$ cat src/rtl/mux8_arb_pkg.sv
// Shared constants, FSM state type and round-robin pick function for the
// 8-requester mux arbiter.
package mux8_arb_pkg;

    localparam int unsigned N     = 8;
    localparam int unsigned SEL_W = 3;
    localparam int unsigned WIDTH = 4;

    typedef enum logic {
        EMPTY = 1'b0,
        FULL  = 1'b1
    } state_t;

    typedef struct packed {
        logic             valid;
        logic [SEL_W-1:0] index;
    } pick_t;

    // First eligible index searching ptr, ptr+1, ... with modulo-N wrap.
    function automatic pick_t rr_pick(input logic [N-1:0]     elig,
                                      input logic [SEL_W-1:0] ptr);
        pick_t            r;
        logic [SEL_W-1:0] idx;
        r = '0;
        for (int unsigned i = 0; i < N; i++) begin
            idx = ptr + SEL_W'(i);
            if (!r.valid && elig[idx]) begin
                r.valid = 1'b1;
                r.index = idx;
            end
        end
        return r;
    endfunction

endpackage

$ cat src/rtl/mux8_rr_arbiter_mux.sv
// Existing 8:1 multiplexer, WIDTH bits per input.
module mux8_4b #(
    parameter int unsigned WIDTH = 4
) (
    input  logic [WIDTH-1:0] D0,
    input  logic [WIDTH-1:0] D1,
    input  logic [WIDTH-1:0] D2,
    input  logic [WIDTH-1:0] D3,
    input  logic [WIDTH-1:0] D4,
    input  logic [WIDTH-1:0] D5,
    input  logic [WIDTH-1:0] D6,
    input  logic [WIDTH-1:0] D7,
    input  logic [2:0]       S,
    output logic [WIDTH-1:0] Y
);

    always_comb begin
        Y = '0;
        unique case (S)
            3'd0: Y = D0;
            3'd1: Y = D1;
            3'd2: Y = D2;
            3'd3: Y = D3;
            3'd4: Y = D4;
            3'd5: Y = D5;
            3'd6: Y = D6;
            3'd7: Y = D7;
            default: Y = '0;
        endcase
    end

endmodule

$ cat src/rtl/mux8_rr_arbiter.sv
// Round-robin arbiter driving a shared 8:1 mux into a registered
// valid/ready output slot.
module mux8_rr_arbiter
    import mux8_arb_pkg::*;
(
    input  logic               clk,
    input  logic               rst_n,
    input  logic [N-1:0]       req,
    input  logic [N-1:0]       mask,
    input  logic [N*WIDTH-1:0] d_flat,
    output logic [N-1:0]       gnt,
    output logic [SEL_W-1:0]   sel,
    output logic               out_valid,
    input  logic               out_ready,
    output logic [WIDTH-1:0]   out_data,
    output logic [SEL_W-1:0]   out_src
);

    state_t           state;
    state_t           state_nxt;
    logic [SEL_W-1:0] ptr;
    logic [SEL_W-1:0] sel_q;
    logic [N-1:0]     elig;
    pick_t            pick;
    logic             slot_open;
    logic             grant;
    logic [WIDTH-1:0] y;

    assign out_valid = (state == FULL);

    always_comb begin
        elig      = req & ~mask;
        pick      = rr_pick(elig, ptr);
        slot_open = (state == EMPTY) || out_ready;
        grant     = rst_n && slot_open && pick.valid;
        gnt       = '0;
        if (grant) begin
            gnt[pick.index] = 1'b1;
        end
        // sel tracks the winner even while the slot is closed; held when idle.
        if (!rst_n) begin
            sel = '0;
        end else if (pick.valid) begin
            sel = pick.index;
        end else begin
            sel = sel_q;
        end
    end

    always_comb begin
        state_nxt = state;
        unique case (state)
            EMPTY: if (grant) state_nxt = FULL;
            FULL:  if (out_ready && !grant) state_nxt = EMPTY;
            default: state_nxt = EMPTY;
        endcase
    end

    mux8_4b #(
        .WIDTH(WIDTH)
    ) u_mux (
        .D0(d_flat[0*WIDTH +: WIDTH]),
        .D1(d_flat[1*WIDTH +: WIDTH]),
        .D2(d_flat[2*WIDTH +: WIDTH]),
        .D3(d_flat[3*WIDTH +: WIDTH]),
        .D4(d_flat[4*WIDTH +: WIDTH]),
        .D5(d_flat[5*WIDTH +: WIDTH]),
        .D6(d_flat[6*WIDTH +: WIDTH]),
        .D7(d_flat[7*WIDTH +: WIDTH]),
        .S (sel),
        .Y (y)
    );

    always_ff @(posedge clk or negedge rst_n) begin
        if (!rst_n) begin
            state    <= EMPTY;
            ptr      <= '0;
            sel_q    <= '0;
            out_data <= '0;
            out_src  <= '0;
        end else begin
            state <= state_nxt;
            sel_q <= sel;
            if (grant) begin
                out_data <= y;
                out_src  <= pick.index;
                ptr      <= pick.index + SEL_W'(1);
            end
        end
    end

endmodule

$ cat config.mk
export PLATFORM = sky130hd
export DESIGN_NAME = mux8_rr_arbiter
export DESIGN_NICKNAME = d
export VERILOG_FILES = /design/src/rtl/mux8_arb_pkg.sv /design/src/rtl/mux8_rr_arbiter_mux.sv /design/src/rtl/mux8_rr_arbiter.sv
export SDC_FILE = /design/constraint.sdc
export NUM_CORES = 1
export LEC_CHECK = 0
export BUFFER_PORTS_ARGS = -buffer_cell sky130_fd_sc_hd__buf_2
export CAP_MARGIN = 20
export CORE_MARGIN = 10
export CORE_UTILIZATION = 45
export CTS_BUF_LIST = sky130_fd_sc_hd__clkbuf_2
export DETAILED_ROUTE_END_ITERATION = 7
export PLACE_DENSITY = 0.72
export SLEW_MARGIN = 20
export SYNTH_ARGS = -nofsm -noshare
export SYNTH_HDL_FRONTEND = slang
export SYNTH_SLANG_ARGS = --single-unit
$ cat constraint.sdc
create_clock -name clk -period 6.4 [get_ports clk]
set_input_delay 1.28 -clock clk [delete_from_list [all_inputs] [get_ports clk]]
set_output_delay 1.28 -clock clk [all_outputs]
set_load 0.01 [all_outputs]
---- After elaboration in Yosys (flattened, before gate mapping) ----
Cells that the tools add are included.
word-level totals
  word-level logic and storage cells ...... 87
  output and inout bits ................... 19
  memories ................................ 0
  input bits .............................. 51
  register bits after elaboration ......... 14
  RAM bits ................................ 0
  memory bits (read-only) ................. 0
  bits in latches ......................... 0
operators by class
  shifts and indexed selects .............. 0
  eq/ne operators ......................... 7
  reductions and logical operators ........ 21
  multiply operators ...................... 0
  bitwise logic cells ..................... 3
  magnitude comparators ................... 10
  muxes and demuxes ....................... 33
  divide/modulo/power cells ............... 0
  add/subtract/negate cells ............... 8
operator list
  operator             number
  $lt 3x4->1 const B   9
  $mux 4               8
  $pmux 4 s8           1
  $bmux 1 s3           8
  $add 3x3->3 const B  4
  $eq 3x3->1 const B   4
  $logic_and 1x1->1    11
  $mux 1               11
  $and 8x8->8          1
  $logic_not 1->1      8
  $mux 8               1
  $not 8->8            1
  $add 3x1->3 const B  2
  $add 3x2->3 const B  2
  $eq 3x2->1 const B   2
  $mux 3               2
  $demux 1 s3          1
  $eq 3x1->1 const B   1
  $ge 3x1->1 const B   1
  $logic_not 3->1      1
  $pmux 1 s2           1
  $logic_or 1x1->1     1
  $not 1->1            1

---- Longest topological paths before layout ----
  word-level depth ........................ 31
  depth in mapped cells ................... 19
  gate-level depth less buffers ........... 14

---- Cells and area by module ----
From an unflattened synthesis, not the netlist that was laid out.
unflattened totals
  cells, all modules ...................... 222
  area total of the unflattened synthesis .. 2050.7 µm²
modules (own cells, without submodules)
  module           seq. area each (µm²)  times used  area an instance (µm²)  cells each
  mux8_rr_arbiter  350.3                 1           1742.9                  183
  mux8_4b          0.0                   1           307.8                   39

---- Least setup slack after synthesis ----
No wires, ideal clock.
  kind .................................... input-to-output
  from .................................... input req[1]
  to ...................................... output gnt[5]
  cell stages on the path ................. 10
  arrival time ............................ 4.063 ns
  path slack .............................. 1.057 ns
  required time ........................... 5.120 ns
  buffers on the path ..................... 1
  path through ............................ nor2b_1 mux2_4 mux4_2 or3_1 buf_2 a311o_1 a211oi_4 nand2_2 a21oi_2 nor2b_1
on the way
  cells in the longest elaborated chain, start to end .. 30
  elaborated cells between the ends (all ways) .. 46
  those cells by class .................... order compare: 2; mux: 27; bitwise: 1; reduce/logical: 16
RTL lines
  item                                                            line                   text
  start, declared                                                 mux8_rr_arbiter.sv:8   input logic [N-1:0] req,
  $and 8x8->8 (*)                                                 mux8_rr_arbiter.sv:32  elig = req & ~mask;
  $bmux 1 s3                                                      mux8_arb_pkg.sv:27     if (!r.valid && elig[idx]) begin
  $mux 1 (not written as such)                                    mux8_arb_pkg.sv:27
  $mux 4                                                          mux8_arb_pkg.sv:27
  $logic_not 1->1                                                 mux8_arb_pkg.sv:27
  $logic_and 1x1->1                                               mux8_arb_pkg.sv:27
  $mux 4                                                          mux8_arb_pkg.sv:27
  $logic_not 1->1                                                 mux8_arb_pkg.sv:27
  (+14 left out)                                                  -
  $logic_not 1->1                                                 mux8_arb_pkg.sv:27
  $logic_and 1x1->1                                               mux8_arb_pkg.sv:27
  $mux 4 (*)                                                      mux8_arb_pkg.sv:27
  $lt 3x4->1 (not written as such) or $ge 3x1->1 (tied branches)  mux8_rr_arbiter.sv:38  gnt[pick.index] = 1'b1;
  $logic_and 1x1->1 (not written as such)                         mux8_rr_arbiter.sv:38
  $mux 1 (not written as such)                                    mux8_rr_arbiter.sv:38
  $demux 1 s3                                                     mux8_rr_arbiter.sv:38
  $mux 8 (*)                                                      mux8_rr_arbiter.sv:37  if (grant) begin
  end, declared                                                   mux8_rr_arbiter.sv:11  output logic [N-1:0] gnt,
Mark *: on every way between the ends. The rest lies on a longest branch, timed or not. The select of a mux whose other input is x is not followed.

---- Worst setup path in the final report ----
Ends and elaborated chain as after synthesis.

==> results.py <==
metrics = {
    "run_status": {
        "status": "finished, final reports clean",
    },
    "timing": {
        "setup_tns_ns": 0,
        "fin_skew_ns": 0.03436,
        "hold_violations": 0,
        "min_period_over_period_pct": 89.54,
        "fmax_mhz": 174.5,
        "max_slew_margin_pct": 49.82,
        "worst_pin_slew_ns": 0.7512,
        "period_minus_slack_ns": 5.730,
        "rsz0062_at_grt": "no",
        "drv_slew": 0,
        "setup_viol": 0,
    },
    "floorplan": {
        "die_x_um": 89.68,
        "core_area_um2": 4723,
        "dieArea_um2": 8042,
        "start_util_pct": 46.25,
        "io_pins": 70,
        "rows": 25,
        "die_y_um": 89.68,
    },
    "synthesis": {
        "synth-seq-cells": 14,
        "yosysSeqAreaShare_pct": 16.04,
        "synth_top_area_share_pct": 16.04,
        "synthArstFlopShare_pct": 100.0,
        "synth_edf_count": 0,
        "yosysTopAreaCell": "dfrtp_1",
        "syn_inst": 271,
        "syn_area_um2": 2185,
        "yosysUniqueCellTypes": 63,
        "synth_area_leaders": "dfrtp_1 (16%), mux4_2 (8.2%), mux2i_1 (5.5%)",
        "syn_avg_cell_area_um2": 8.061,
        "synth_fp_nets": 325,
        "ys.flop_type": "dfrtp_1",
        "synth_warnings": 0,
    },
    "clocking": {
        "cts-resized-gates": 0,
        "cts_setup_buffers": 0,
        "clk_latency_ns": 0.31,
        "hold_buffers": 0,
        "cts_made_buffers": 3,
        "cts.path.max_buffers": 2,
        "cts_root_buffer": "clkbuf_2",
        "cts_max_level": 1,
        "clk_pin_slew_ns": 0.18,
        "cts_tree": "done",
        "cts.sinks": 14,
    },
    "drt": {
        "wire_per_inst_um": 16.79,
        "drt-total-wl_mm": 6.731,
        "drtIter0Drc": 197,
        "dr.pass1.iters": 5,
        "drc": 0,
        "detail-route-antenna-nets": 0,
        "drt-vias-per-instance": 6.005,
        "vias": 2408,
    },
    "finish": {
        "area_delta_synth_final_pct": 18.84,
        "n_fill_cell": 437,
        "final_cell_area_um2": 2596,
        "utilization_pct": 54.97,
        "final_cell_mix": "buf_2 (69), nand2_1 (23), nor2_1 (20)",
        "nets": 389,
        "layout-drive-gt1-share_pct": 32.04,
        "diodes": 0,
        "final_common_cell": "buf_2",
    },
    "global_routing": {
        "grt_pass1_vias": 2370,
        "gr-total-overflow": 0,
        "grt_max_degree": 28,
        "antenna_found_initial": 0,
        "grt_first_pass_wirelength_mm": 11.05,
        "track_usage_pct": 16.76,
    },
    "pwr": {
        "p_seq_share_pct": 10.3,
        "cellPowerDensity_nw_per_um2": 653.7,
        "p_int_w": 0.0007495,
        "combPwrFrac_pct": 87.0,
        "p_clk_share_pct": 2.7,
        "netSwitchingPower_w": 0.0009478,
        "p_sw_share_pct": 55.84,
        "peakVddDrop_v": 0.0004281,
        "power_w": 0.001697,
        "p_leak_nw": 1.190,
    },
    "setup_path": {
        "cp.required_ns": 5.12,
        "critical_path_arrival_ns": 4.45,
        "end_kind": "primary output",
        "crit_fanout": 10,
        "worst-setup-path-type": "in2out",
        "start_kind": "input port",
    },
    "placed_design": {
        "gp_congestion": 0.9017,
        "dp_hpwl_mm": 5.556,
        "io_buffers": 69,
        "placed_cell_area_um2": 2577,
    },
    "min_path": {
        "hp-class": "reg2reg",
    },
    "job": {
        "maxCapViolations": 0,
    },
}
[cells in the mapped netlist (6+ instances only)]
cell,n
o211ai_1,6
a21oi_1,10
clkbuf_1,8
mux2i_1,12
dfrtp_1,14
inv_1,14
nor2_1,20
o21ai_0,9
nor2b_1,7
nand2b_1,14
o221ai_1,6
nor3b_1,6
nand2_1,23
mux4_2,8
[flip-flops by register name (all words and copies together), names as in the netlist]
signal	cells
out_data	4
out_src	3
ptr	3
sel_q	3
out_valid	1
[worst max-delay path: stages]
cell and delay [ns]:
buf_2 0.10, nor2b_1 0.16, mux2_4 0.31, mux4_2 0.54
or3_1 0.51, a311o_1 0.40, a211oi_4 0.47, nand2_2 0.13
a21oi_2 0.23, nor2b_1 0.17, buf_2 0.15
[cell type report]
class | count | area, um2 | share of cell area [%]
Sequential cell | 14 | 350.3 | 13.49
Tap cell | 67 | 83.83 | 3.229
Multi-Input combinational cell | 226 | 1697 | 65.35
Clock inverter | 1 | 3.754 | 0.1446
Inverter | 15 | 56.30 | 2.169
Clock buffer | 3 | 15.01 | 0.5783
Timing Repair Buffer | 75 | 390.4 | 15.04
[power by group through the flow]
stage / clock network, W / registers [W] / logic, W
after floorplan: 0 / 0.000166 / 0.00116
after global placement: 0 / 0.000175 / 0.00145
after detailed placement: 0 / 0.000174 / 0.00147
after CTS: 0.0000443 / 0.000173 / 0.00147
after global routing: 0.0000517 / 0.000180 / 0.00165
final: 0.0000465 / 0.000174 / 0.00148
[path summary, 6_finish.rpt]
check	startpoint	to	slack, ns	cells after the start
min in group asynchronous	rst_n	out_data[0]	0.86	1
hold reg to reg	out_src[1]	out_src[1]	0.52	2
setup / recovery	req[1]	gnt[5]	0.67	11
hold / removal	out_src[1]	out_src[1]	0.52	2
setup reg to reg	ptr[0]	out_data[3]	2.36	11
max in group asynchronous	rst_n	ptr[0]	5.22	1
[per-stage QoR]
step,instances,worst slack [ns],hold WS (ns)
6_report,401,0.6696,0.5223
5_1_grt,401,0.3188,0.5491
4_1_cts,401,0.6809,0.5177
3_5_place_dp,397,0.7149,0.4840
3_3_place_gp,397,0.7709,0.4678
2_1_floorplan,271,1.057,0.5162
[metal layers]
metal	vias to the layer above	GRT usage [%]	part of all wire, %
met5	-	0	0
met4	0	4.046	1.3
met3	12	3.971	6.9
met2	100	26.19	48
met1	1127	22.61	44
li1	1169	-	-
[cell families after synthesis]
kind of cell / count (synthesis) / share of synthesized area (%)
flip-flops: 14 / 16.04
multiplexers: 26 / 17.01
adder cells (fa/ha/maj): 3 / 1.718
AND/OR/NAND/NOR: 115 / 29.90
XOR/XNOR: 5 / 2.005
buffers and inverters: 31 / 6.300
AO/OA/AOI/OAI: 77 / 27.03
(Power assumes the default switching activity.)
